File: config.mk
export PLATFORM = sky130hd
export DESIGN_NAME = tcdm_prio_ctrl
export DESIGN_NICKNAME = d
export VERILOG_FILES = /design/src/rtl/tcdm_prio_ctrl_pkg.sv /design/src/rtl/tcdm_prio_ctrl_cnt.sv /design/src/rtl/tcdm_prio_ctrl.sv
export SDC_FILE = /design/constraint.sdc
export NUM_CORES = 1
export LEC_CHECK = 0
export CELL_PAD_IN_SITES_DETAIL_PLACEMENT = 1
export CELL_PAD_IN_SITES_GLOBAL_PLACEMENT = 1
export CORE_UTILIZATION = 30
export DETAILED_ROUTE_END_ITERATION = 8
export DONT_BUFFER_PORTS = 1
export PLACE_DENSITY = 0.62
export SLEW_MARGIN = 20
export SYNTH_ARGS = -nofsm -noshare
export SYNTH_HDL_FRONTEND = slang
export SYNTH_SLANG_ARGS = --single-unit
File: constraint.sdc
create_clock -name clk_i -period 6.4 [get_ports clk_i]
set_input_delay 1.28 -clock clk_i [delete_from_list [all_inputs] [get_ports clk_i]]
set_output_delay 1.28 -clock clk_i [all_outputs]
set_load 0.01 [all_outputs]
File: src/rtl/tcdm_prio_ctrl_pkg.sv
// Shared types for the TCDM heterogeneous-interconnect priority controller.
package hci_package;

  localparam int unsigned HCI_STALL_W = 8;

  typedef enum logic [1:0] {
    PRIO_FIX_LOG  = 2'd0,
    PRIO_FIX_HWPE = 2'd1,
    PRIO_STALL    = 2'd2,
    PRIO_SLICE    = 2'd3
  } hci_prio_policy_e;

  typedef enum logic {
    PRIO_LOG  = 1'b0,
    PRIO_HWPE = 1'b1
  } hci_prio_state_e;

  typedef struct packed {
    hci_prio_policy_e         policy;
    logic [HCI_STALL_W-1:0]   max_stall;
    logic [HCI_STALL_W-1:0]   slice_log;
    logic [HCI_STALL_W-1:0]   slice_hwpe;
  } hci_prio_cfg_t;

endpackage

File: src/rtl/tcdm_prio_ctrl_cnt.sv
// Stall/slice counter with clear, increment and terminal-count detection.
// A zero threshold is treated as one so the counter can never run past it.
module tcdm_prio_cnt
  import hci_package::*;
#(
  parameter int unsigned W = HCI_STALL_W
) (
  input  logic         clk_i,
  input  logic         rst_ni,
  input  logic         clr_i,
  input  logic         inc_i,
  input  logic [W-1:0] thresh_i,
  output logic [W-1:0] cnt_o,
  output logic         tc_o
);

  logic [W-1:0] cnt_q, cnt_d;
  logic [W-1:0] thresh_eff;

  assign thresh_eff = (thresh_i == '0) ? W'(1) : thresh_i;

  // Widened by one bit so the +1 never aliases back to zero.
  assign tc_o  = ({1'b0, cnt_q} + (W+1)'(1)) == {1'b0, thresh_eff};
  assign cnt_o = cnt_q;

  always_comb begin
    cnt_d = cnt_q;
    if (clr_i) begin
      cnt_d = '0;
    end else if (inc_i) begin
      cnt_d = cnt_q + W'(1);
    end
  end

  always_ff @(posedge clk_i or negedge rst_ni) begin
    if (!rst_ni) begin
      cnt_q <= '0;
    end else begin
      cnt_q <= cnt_d;
    end
  end

endmodule

File: src/rtl/tcdm_prio_ctrl.sv
// Priority sequencer between the log branch and the HWPE branch of the TCDM
// interconnect: fixed, stall-bounded or time-sliced policies.
module tcdm_prio_ctrl
  import hci_package::*;
#(
  parameter int unsigned NB_LOG  = 16,
  parameter int unsigned STALL_W = HCI_STALL_W
) (
  input  logic               clk_i,
  input  logic               rst_ni,
  input  logic [NB_LOG-1:0]  log_req_i,
  input  logic [NB_LOG-1:0]  log_gnt_i,
  input  logic               hwpe_req_i,
  input  logic               hwpe_gnt_i,
  input  logic               cfg_valid_i,
  input  logic [1:0]         cfg_policy_i,
  input  logic [STALL_W-1:0] cfg_max_stall_i,
  input  logic [STALL_W-1:0] cfg_slice_log_i,
  input  logic [STALL_W-1:0] cfg_slice_hwpe_i,
  output logic               hwpe_prio_o,
  output logic [STALL_W-1:0] cnt_o,
  output logic               swap_evt_o
);

  hci_prio_cfg_t   cfg_q, cfg_d;
  hci_prio_state_e state_q, state_d, state_flip;
  logic            swap_evt_q, swap_evt_d;

  logic               cnt_clr, cnt_inc, cnt_tc;
  logic [STALL_W-1:0] cnt_val, cnt_thresh;

  logic log_req_any, log_stall, hwpe_stall;
  logic loser_stall, owner_req, loser_req;

  assign log_req_any = |log_req_i;
  assign log_stall   = |(log_req_i & ~log_gnt_i);
  assign hwpe_stall  = hwpe_req_i & ~hwpe_gnt_i;

  assign loser_stall = (state_q == PRIO_LOG) ? hwpe_stall  : log_stall;
  assign owner_req   = (state_q == PRIO_LOG) ? log_req_any : hwpe_req_i;
  assign loser_req   = (state_q == PRIO_LOG) ? hwpe_req_i  : log_req_any;
  assign state_flip  = (state_q == PRIO_LOG) ? PRIO_HWPE   : PRIO_LOG;

  always_comb begin
    cnt_thresh = '0;
    case (cfg_q.policy)
      PRIO_STALL: cnt_thresh = STALL_W'(cfg_q.max_stall);
      PRIO_SLICE: cnt_thresh = (state_q == PRIO_HWPE) ? STALL_W'(cfg_q.slice_hwpe)
                                                      : STALL_W'(cfg_q.slice_log);
      default:    cnt_thresh = '0;
    endcase
  end

  tcdm_prio_cnt #(
    .W (STALL_W)
  ) i_cnt (
    .clk_i    (clk_i),
    .rst_ni   (rst_ni),
    .clr_i    (cnt_clr),
    .inc_i    (cnt_inc),
    .thresh_i (cnt_thresh),
    .cnt_o    (cnt_val),
    .tc_o     (cnt_tc)
  );

  // A config load takes precedence over any swap condition in the same cycle.
  always_comb begin
    cfg_d   = cfg_q;
    state_d = state_q;
    cnt_clr = 1'b0;
    cnt_inc = 1'b0;

    if (cfg_valid_i) begin
      cfg_d.policy     = hci_prio_policy_e'(cfg_policy_i);
      cfg_d.max_stall  = HCI_STALL_W'(cfg_max_stall_i);
      cfg_d.slice_log  = HCI_STALL_W'(cfg_slice_log_i);
      cfg_d.slice_hwpe = HCI_STALL_W'(cfg_slice_hwpe_i);
      cnt_clr          = 1'b1;
      if (cfg_policy_i == PRIO_FIX_LOG) begin
        state_d = PRIO_LOG;
      end else if (cfg_policy_i == PRIO_FIX_HWPE) begin
        state_d = PRIO_HWPE;
      end
    end else begin
      case (cfg_q.policy)
        PRIO_FIX_LOG: begin
          state_d = PRIO_LOG;
          cnt_clr = 1'b1;
        end
        PRIO_FIX_HWPE: begin
          state_d = PRIO_HWPE;
          cnt_clr = 1'b1;
        end
        PRIO_STALL: begin
          if (!loser_stall) begin
            cnt_clr = 1'b1;
          end else if (cnt_tc) begin
            state_d = state_flip;
            cnt_clr = 1'b1;
          end else begin
            cnt_inc = 1'b1;
          end
        end
        PRIO_SLICE: begin
          // An idle owner hands over at once rather than wasting its slice.
          if ((!owner_req && loser_req) || cnt_tc) begin
            state_d = state_flip;
            cnt_clr = 1'b1;
          end else begin
            cnt_inc = 1'b1;
          end
        end
        default: begin
          state_d = state_q;
        end
      endcase
    end

    swap_evt_d = (state_d != state_q);
  end

  always_ff @(posedge clk_i or negedge rst_ni) begin
    if (!rst_ni) begin
      cfg_q      <= '{policy: PRIO_FIX_LOG, max_stall: '0, slice_log: '0, slice_hwpe: '0};
      state_q    <= PRIO_LOG;
      swap_evt_q <= 1'b0;
    end else begin
      cfg_q      <= cfg_d;
      state_q    <= state_d;
      swap_evt_q <= swap_evt_d;
    end
  end

  assign hwpe_prio_o = (state_q == PRIO_HWPE);
  assign cnt_o       = cnt_val;
  assign swap_evt_o  = swap_evt_q;

endmodule

=== Yosys cells after proc, flatten, opt, wreduce, memory -nomap -nowiden ===
Index checks and enable logic that the tools add are counted.

* Flip-flop bits (word level): 36
* Input bits: 63
* Output and inout bits: 10
* Logic and storage cells: 55

* $add $sub $neg: 2
* Equal/unequal tests: 6
* Multiplexer cells: 26
* Bitwise operators: 4
* Reduce and logical (&&, ||, !) cells: 10

{| class="wikitable"
|+ Operators by type and width
! cell !! count
|-
| $mux 8 || 4
|-
| $reduce_or 16->1 || 2
|-
| $mux 1 || 18
|-
| $and 16x16->16 || 1
|-
| $not 16->16 || 1
|-
| $pmux 8 s2 || 1
|-
| $add 8x1->9 const B || 1
|-
| $eq 9x8->1 || 1
|-
| $add 8x1->8 const B || 1
|-
| $logic_not 8->1 || 1
|-
| $eq 2x1->1 const B || 2
|-
| $eq 2x2->1 const B || 2
|-
| $logic_not 2->1 || 2
|-
| $pmux 1 s4 || 1
|-
| $pmux 1 s3 || 1
|-
| $pmux 1 s2 || 1
|-
| $reduce_bool 2->1 || 1
|-
| $reduce_or 2->1 || 1
|-
| $and 1x1->1 || 1
|-
| $logic_and 1x1->1 || 1
|-
| $logic_not 1->1 || 1
|-
| $logic_or 1x1->1 || 1
|-
| $ne 1x1->1 || 1
|-
| $not 1->1 || 1
|}

=== Longest topological paths before layout ===
Gate-level depths: netlist (run 1).

* Word-level depth: 11
* Depth in mapped cells: 10
* Gate-level depth less buffers: 9

=== Hierarchy ===
A second synthesis (run 1) with hierarchy kept.

* Cells, all modules: 220
* Area total of the unflattened synthesis: 2229.6 µm²

{| class="wikitable"
|+ By module, submodules not included
! module !! times used !! cells each !! area each (µm²)
|-
| tcdm_prio_ctrl || 1 || 145 || 1571.5
|-
| tcdm_prio_cnt || 1 || 75 || 658.1
|}

=== Worst setup path before layout (run 1) ===
OpenSTA, ideal clock, no wires.

* Kind: input-to-reg
* Start: input log_req_i[3]
* End: register swap_evt_q (netlist: swap_evt_o)
* Library setup time: 80 ps
* Data arrival time: 2545 ps
* Setup slack: 3775 ps
* Cell stages on the path: 7
* Path buffers: 0
* Cell sequence: nor4_1 > nand4_1 > nand2_1 > o22ai_1 > a31o_2 > o31ai_2 > mux2i_1

* Longest elaborated chain between the ends: 9
* Elaborated cells between the ends (all ways): 14
* Those cells by class: eq/ne: 1; mux: 7; bitwise: 1; reduce/logical: 5

{| class="wikitable"
|+ RTL lines
! element !! RTL line !! RTL
|-
| start: declaration || tcdm_prio_ctrl.sv:11 || <nowiki>input logic [NB_LOG-1:0] log_req_i,</nowiki>
|-
| $reduce_or 16->1 || tcdm_prio_ctrl.sv:35 || <nowiki>assign log_req_any = |log_req_i;</nowiki>
|-
| $mux 1 || tcdm_prio_ctrl.sv:40 || <nowiki>assign owner_req = (state_q == PRIO_LOG) ? log_req_any : hwpe_req_i;</nowiki>
|-
| $logic_not 1->1 || tcdm_prio_ctrl.sv:106 || <nowiki>if ((!owner_req && loser_req) || cnt_tc) begin</nowiki>
|-
| $logic_and 1x1->1 || tcdm_prio_ctrl.sv:106 ||
|-
| $logic_or 1x1->1 || tcdm_prio_ctrl.sv:106 ||
|-
| $mux 1 || tcdm_prio_ctrl.sv:106 ||
|-
| $pmux 1 s4 * || tcdm_prio_ctrl.sv:85 || <nowiki>case (cfg_q.policy)</nowiki>
|-
| $mux 1 * || tcdm_prio_ctrl.sv:73 || <nowiki>if (cfg_valid_i) begin</nowiki>
|-
| $ne 1x1->1 * || tcdm_prio_ctrl.sv:119 || <nowiki>swap_evt_d = (state_d != state_q);</nowiki>
|-
| via swap_evt_d || tcdm_prio_ctrl.sv:27 || <nowiki>logic swap_evt_q, swap_evt_d;</nowiki>
|-
| end signal: assignment || tcdm_prio_ctrl.sv:130 || <nowiki>swap_evt_q <= swap_evt_d;</nowiki>
|-
| end: declaration || tcdm_prio_ctrl.sv:27 ||
|}

The timed path passes the listed nets; every way through them passes the cells marked *.
A chain may end at the register's enable or synchronous reset.

=== Final worst setup path (run 1) ===
* Start: register state_q (netlist: hwpe_prio_o)
* End: register swap_evt_q (netlist: swap_evt_o)

* Longest elaborated chain between the ends: 10
* Elaborated cells between the ends (all ways): 20
* Those cells by class: eq/ne: 2; mux: 14; reduce/logical: 4

{| class="wikitable"
|+ RTL lines
! element !! RTL line !! RTL
|-
| start: declaration || tcdm_prio_ctrl.sv:26 || <nowiki>hci_prio_state_e state_q, state_d, state_flip;</nowiki>
|-
| start signal: assignment || tcdm_prio_ctrl.sv:129 || <nowiki>state_q <= state_d;</nowiki>
|-
| $mux 8 || tcdm_prio_ctrl.sv:48 || <nowiki>PRIO_SLICE: cnt_thresh = (state_q == PRIO_HWPE) ? STALL_W'(cfg_q.slice_hwpe)</nowiki>
|-
| $pmux 8 s2 || tcdm_prio_ctrl.sv:46 || <nowiki>case (cfg_q.policy)</nowiki>
|-
| $logic_not 8->1 || tcdm_prio_ctrl_cnt.sv:20 || <nowiki>assign thresh_eff = (thresh_i == '0) ? W'(1) : thresh_i;</nowiki>
|-
| $mux 8 || tcdm_prio_ctrl_cnt.sv:20 ||
|-
| $eq 9x8->1 || tcdm_prio_ctrl_cnt.sv:23 || <nowiki>assign tc_o = ({1'b0, cnt_q} + (W+1)'(1)) == {1'b0, thresh_eff};</nowiki>
|-
| $mux 1 / $logic_or 1x1->1 (equally long branches) || tcdm_prio_ctrl.sv:97, tcdm_prio_ctrl.sv:106 ||
|-
| $mux 1 (on tied branches) || tcdm_prio_ctrl.sv:95, tcdm_prio_ctrl.sv:106 ||
|-
| $pmux 1 s4 || tcdm_prio_ctrl.sv:85 ||
|-
| $mux 1 || tcdm_prio_ctrl.sv:73 ||
|-
| $ne 1x1->1 * || tcdm_prio_ctrl.sv:119 ||
|-
| via swap_evt_d || tcdm_prio_ctrl.sv:27 ||
|}

Marks and branches as above.

==> results.yml, run 1 <==
placed_design:
  port_buffers: 0
  hpwlAfterDp_mm: 3.68
  place.gp.congestion: 0.707
critical_path:
  cpMostUsedCell: "mux2i_1"
  cp_slowest_cell: "dfrtp_1"
  endpoint_kind: "flip-flop"
  critPathKind: "reg -> reg"
  path_cells: "mux2i_1 -> a21oi_1 -> xor2_1 -> or3_1 -> a211oi_2 -> a2111oi_2 -> o31ai_2 -> mux2i_1"
  critical-path-max-stage-delay_ns: 0.96
  critPathLaunchType: "flip-flop"
  cp.required_ns: 6.59
  worst_ep_arrival_time_ns: 3.24
  worstPathMaxFanout: 20
synth:
  ys_warn_count: 0
  synth.distinct_cells: 39
  syn_avg_cell_area_um2: 10.7
  yosysSeqAreaShare_pct: 43.5
  synthTopCellsByArea: "dfrtp_1 (43%), mux2_2 (14%), mux2i_1 (4.3%)"
  netlist_instances: 193
  ys_seq_elements: 36
  syn_nets: 257
  netlist_area_mm2: 0.00207
  synth_top_area_share_pct: 43.5
  yosysTopAreaCell: "dfrtp_1"
timing:
  setup_tns_ns: 0
  tightest_slew_ns: 0.939
  rsz0062_at_grt: "no"
  report.final.hold_viol_count: 0
  slew_violations: 0
  fmax_ghz: 0.328
  setup_viol: 0
  whs_ns: 0.505
  period_needed_ns: 3.04
  min_period_over_period_pct: 47.6
  slew_headroom_pct: 37.4
  finClkSkew_ns: 0.00936
power_and_ir_drop:
  powerDensity_mw_per_mm2: 246
  p_sw_uw: 140
  max-vdd-ir-drop_v: 0.000136
  clkPwrFrac_pct: 35.7
  comb_power_share_pct: 15.0
  p_int_uw: 410
  leakage_uw: 0.000992
  seq_power_share_pct: 49.3
  swShare_pct: 25.4
final_layout:
  final_nets: 256
  area_growth_pct: 7.73
  layout-drive-gt1-share_pct: 20.2
  n_antenna_cell: 0
floorplan:
  ios: 73
  die_x_um: 85.1
  initial_core_util_pct: 31.9
  coreArea_mm2: 0.00649
  die_area_mm2: 0.00724
  row_count: 29
  die_y_um: 85.1
route:
  drc_errors: 0
  first_pass_iters: 4
  wl_mm: 4.81
  antenna_left: 0
  viasPerCell: 5.39
  wl_per_cell_um: 17.8
  vias: 1455
  dr.first_iter.drc_count: 54
global_routing:
  grt_start_max_net_pins: 37
  grt_pass1_wl_mm: 8.11
  grt_pass1_vias: 1605
  grt_use_total_pct: 14.7
  grt_overflow: 0
  antenna_found_initial: 1
clocking:
  clock_path_buffers: 2
  cts_buffers: 5
  cts_tree: "built"
  clk_pin_slew_ns: 0.07
  post_cts_resized: 0
  cts_sinks: 36
  h-tree-depth: 2
  worst_skew_pair.late_latency_ns: 0.29
  cts_setup_buffers: 0
  cts_root_buf: "clkbuf_8"
  postCtsHoldBufs: 0
min_path:
  min_path_type: "reg -> reg"
job:
  cap_violations: 0
run_status:
  status: "completed"
-- final timing paths --
kind	startpoint	to	slack (ns)	depth (start not counted)
min in group asynchronous	rst_ni	cfg_q[10]	0.68	0
setup reg to reg	hwpe_prio_o	swap_evt_o	3.36	8
max in group asynchronous	rst_ni	cfg_q[11]	5.62	0
hold reg to reg	cfg_q[1]	cfg_q[1]	0.51	1
setup / recovery	hwpe_prio_o	swap_evt_o	3.36	8
hold / removal	cfg_q[1]	cfg_q[1]	0.51	1
-- registers in the layout (all words and copies together), names as in the netlist --
register     cells
swap_evt_o       1
hwpe_prio_o      1
i_cnt.cnt_o      8
cfg_q           26
-- per-layer routing --
metal / track usage (%) / vias up / share of wire, %
li1: - / 686 / -
met1: 17.2 / 695 / 41
met2: 25.3 / 66 / 49
met3: 5.06 / 6 / 8.9
met4: 4.31 / 2 / 1.1
met5: 0 / - / 0.27
-- critical path, delay by kind of cell (launching register included) --
family | cells | cell delay [ns]
xor gates and xnor gates | 1 | 0.20
DFF | 1 | 0.96
AOI/OAI and AO/OA | 4 | 0.93
muxes | 2 | 0.48
and+or+nand+nor | 1 | 0.38
-- through the flow --
step / total power (µW) / cells / utilization (%) / area [µm²] / setup slack, ns
floorplan: 347 / 193 / - / 2070 / 3.77
global placement: 357 / 262 / 32.7 / 2120 / 3.35
detailed placement: 360 / 262 / 32.7 / 2120 / 3.31
CTS: 559 / 270 / 34.4 / 2230 / 3.28
global route: 582 / 270 / 34.4 / 2230 / 3.05
finish: 550 / 270 / 34.4 / 2230 / 3.36
-- area by class of cell --
type / count / area [µm²]
inverter: 19 / 71.3
multi-input combinational: 130 / 1060
clock buffer: 6 / 72.6
fill: 735 / 4260
clock inverter: 2 / 35.0
sequential: 36 / 901
tap: 77 / 96.3
-- power groups by stage --
stage / clock network (µW) / logic, µW / registers, µW
after floorplan: 0 / 86.4 / 261
after global placement: 0 / 81.7 / 276
after detailed placement: 0 / 83.5 / 277
after CTS: 202 / 84.2 / 272
after global routing: 213 / 93.1 / 276
final: 196 / 82.6 / 271
-- layout by cell type, fill, tap and decap left out, types with 8 or more instances in the layout --
cell,n
mux2i_1,9
xor2_1,9
dfrtp_1,36
nand2_1,9
mux2_2,25
a21oi_1,10
o21ai_0,8
inv_1,19
-- cells in the mapped netlist --
| library cell | n |
|---|---|
| a31o_2 | 1 |
| or3_1 | 1 |
| and2_1 | 7 |
| nor3_1 | 1 |
| xnor2_1 | 4 |
| nand2b_1 | 3 |
| nand2_1 | 9 |
| clkbuf_1 | 2 |
| o21a_1 | 1 |
| a221oi_1 | 2 |
| a211oi_1 | 1 |
| ha_1 | 1 |
| a41oi_1 | 1 |
| xor2_1 | 9 |
| nand4_1 | 2 |
| a211oi_2 | 1 |
| buf_6 | 1 |
| or2_2 | 1 |
| inv_1 | 19 |
| nand3_1 | 3 |
| nor2b_1 | 2 |
| o31ai_2 | 1 |
| and3_1 | 2 |
| o21bai_1 | 1 |
| a21oi_1 | 10 |
| and4_1 | 3 |
| o21ai_0 | 8 |
| a21oi_2 | 2 |
| mux2_2 | 25 |
| xnor3_1 | 3 |
| nor4_1 | 7 |
| buf_1 | 2 |
| o21ai_1 | 1 |
| buf_4 | 1 |
| buf_2 | 2 |
| dfrtp_1 | 36 |
| mux2i_1 | 9 |
| o22ai_1 | 7 |
| a2111oi_2 | 1 |
-- cell families after synthesis --
logic type	count (synthesis)	synth area share, %
simple gates	41	11.4
compound gates	38	12.3
flops	36	43.5
mux	34	17.9
buf+inv	27	5.56
xor+xnor	16	8.76
fa+ha+maj	1	0.604
No activity file was read; power rests on OpenSTA's default activity.
==> inputs of run 2 (changes only) <==
==> constraint.sdc (replaced) <==
create_clock -name clk_i -period 2.98 [get_ports clk_i]
set_input_delay 0.596 -clock clk_i [delete_from_list [all_inputs] [get_ports clk_i]]
set_output_delay 0.596 -clock clk_i [all_outputs]
set_load 0.01 [all_outputs]
==> run 2 against run 1 <==
Effect of this change: combinational power is 150% higher; register-to-register slack worse by 3.0 ns; sequential share of layout area is 0.40 points lower; core utilization rose by 0.35 points; clock power grew 78%; hold slack got worse by 0.37 ns; non-clock buffer count up 4; via count increased by 1.6%; largest cell class unchanged.
==> results.yml, run 2 (synthesis results as in run 1) <==
global_routing:
  antenna_found_initial: 0
  grt_pass1_wl_mm: 7.87
  grt_use_total_pct: 14.3
  grt_pass1_vias: 1570
  grt_overflow: 0
  grt_start_max_net_pins: 37
final_layout:
  largest-register: "cfg_q"
  area_growth_pct: 8.82
  final_nets: 260
  n_antenna_cell: 0
  layout-drive-gt1-share_pct: 22.3
  stdcell_count: 274
  layout_commonest_cell: "dfrtp_1"
  final_cell_mix: "dfrtp_1 (36), mux2_2 (25), inv_1 (19)"
  largest_reg_flops: 26
min_path:
  min_path_type: "in -> async"
power_and_ir_drop:
  max-vdd-ir-drop_v: 0.000260
  swShare_pct: 28.8
  p_int_uw: 803
  powerDensity_mw_per_mm2: 500
  seq_power_share_pct: 51.0
  p_sw_uw: 325
  leakage_uw: 0.00101
  clkPwrFrac_pct: 30.9
  comb_power_share_pct: 18.1
floorplan:
  die_x_um: 85.1
  die_area_mm2: 0.00724
  row_count: 29
  die_y_um: 85.1
  ios: 73
  coreArea_mm2: 0.00649
  initial_core_util_pct: 31.9
clocking:
  cts_tree: "built"
  clock_path_buffers: 2
  cts_setup_buffers: 0
  h-tree-depth: 2
  cts_root_buf: "clkbuf_8"
  cts_sinks: 36
  postCtsHoldBufs: 1
  worst_skew_pair.late_latency_ns: 0.29
  cts_buffers: 5
  post_cts_resized: 0
  clk_pin_slew_ns: 0.08
run_status:
  status: "completed"
critical_path:
  critPathLaunchType: "flip-flop"
  worstPathMaxFanout: 10
  worst_ep_arrival_time_ns: 2.81
  endpoint_kind: "flip-flop"
  critPathKind: "reg -> reg"
  cp.required_ns: 3.20
timing:
  rsz0062_at_grt: "no"
  min_period_over_period_pct: 86.9
  setup_tns_ns: 0
  slew_violations: 0
  whs_ns: 0.137
  slew_headroom_pct: 66.8
  fmax_ghz: 0.386
  setup_viol: 0
  period_needed_ns: 2.59
  report.final.hold_viol_count: 0
  tightest_slew_ns: 0.498
  finClkSkew_ns: 0.0117
placed_design:
  dp.cells: 265
  hpwlAfterDp_mm: 3.68
  port_buffers: 0
  place.gp.congestion: 0.731
route:
  dr.first_iter.drc_count: 63
  antenna_left: 0
  first_pass_iters: 4
  wl_per_cell_um: 17.7
  vias: 1479
  viasPerCell: 5.40
  wl_mm: 4.86
  drc_errors: 0
job:
  cap_violations: 0
run 2: final timing paths:
kind                                      start             end  slack [ns]  cells past startpoint
worst max register to register      hwpe_prio_o      swap_evt_o        0.39                      8
worst min register to register         cfg_q[1]        cfg_q[1]        0.51                      1
max in group asynchronous                rst_ni        cfg_q[1]        2.65                      1
worst min-delay path                     rst_ni  i_cnt.cnt_o[2]        0.14                      1
worst max-delay path                hwpe_prio_o      swap_evt_o        0.39                      8
min in group clk_i              cfg_policy_i[1]       cfg_q[25]        0.42                      2
run 2: stage by stage:
step	power [µW]	area (µm²)	utilization [%]	setup slack, ns
global placement	776	2150	33.1	0.474
floorplan	745	2070	-	0.693
global route	1200	2250	34.7	0.0694
finish	1130	2250	34.7	0.390
detailed placement	780	2150	33.1	0.405
CTS	1140	2250	34.7	0.373
run 2: power by group through the flow:
stage	logic (µW)	clock network, µW	registers (µW)
detailed placement	194	0	586
floorplan	185	0	560
finish	205	348	575
CTS	208	359	576
global placement	190	0	586
global route	230	384	583
run 2: layout make-up:
class,count,area [µm²]
Fill cell,719,4240
Clock buffer,5,68.8
Timing Repair Buffer,4,42.5
Multi-Input combinational cell,130,1060
Inverter,19,71.3
Sequential cell,36,901
Tap cell,77,96.3
Clock inverter,3,18.8
run 2: layer usage:
layer,global-route usage (%),routed length [µm],vias to the layer above
met4,4.62,54,0
li1,-,-,692
met3,4.57,382,4
met1,16.9,2090,722
met2,24.5,2330,61
met5,0,0,-
run 2: worst max-delay path, cell delays in order, from the launching register on:
cell       delay, ns
dfrtp_1         0.66
mux2i_1         0.27
a21oi_1         0.14
nor4_1          0.30
a21oi_1         0.12
xnor2_1         0.35
a2111oi_2       0.14
o31ai_2         0.32
mux2i_1         0.21
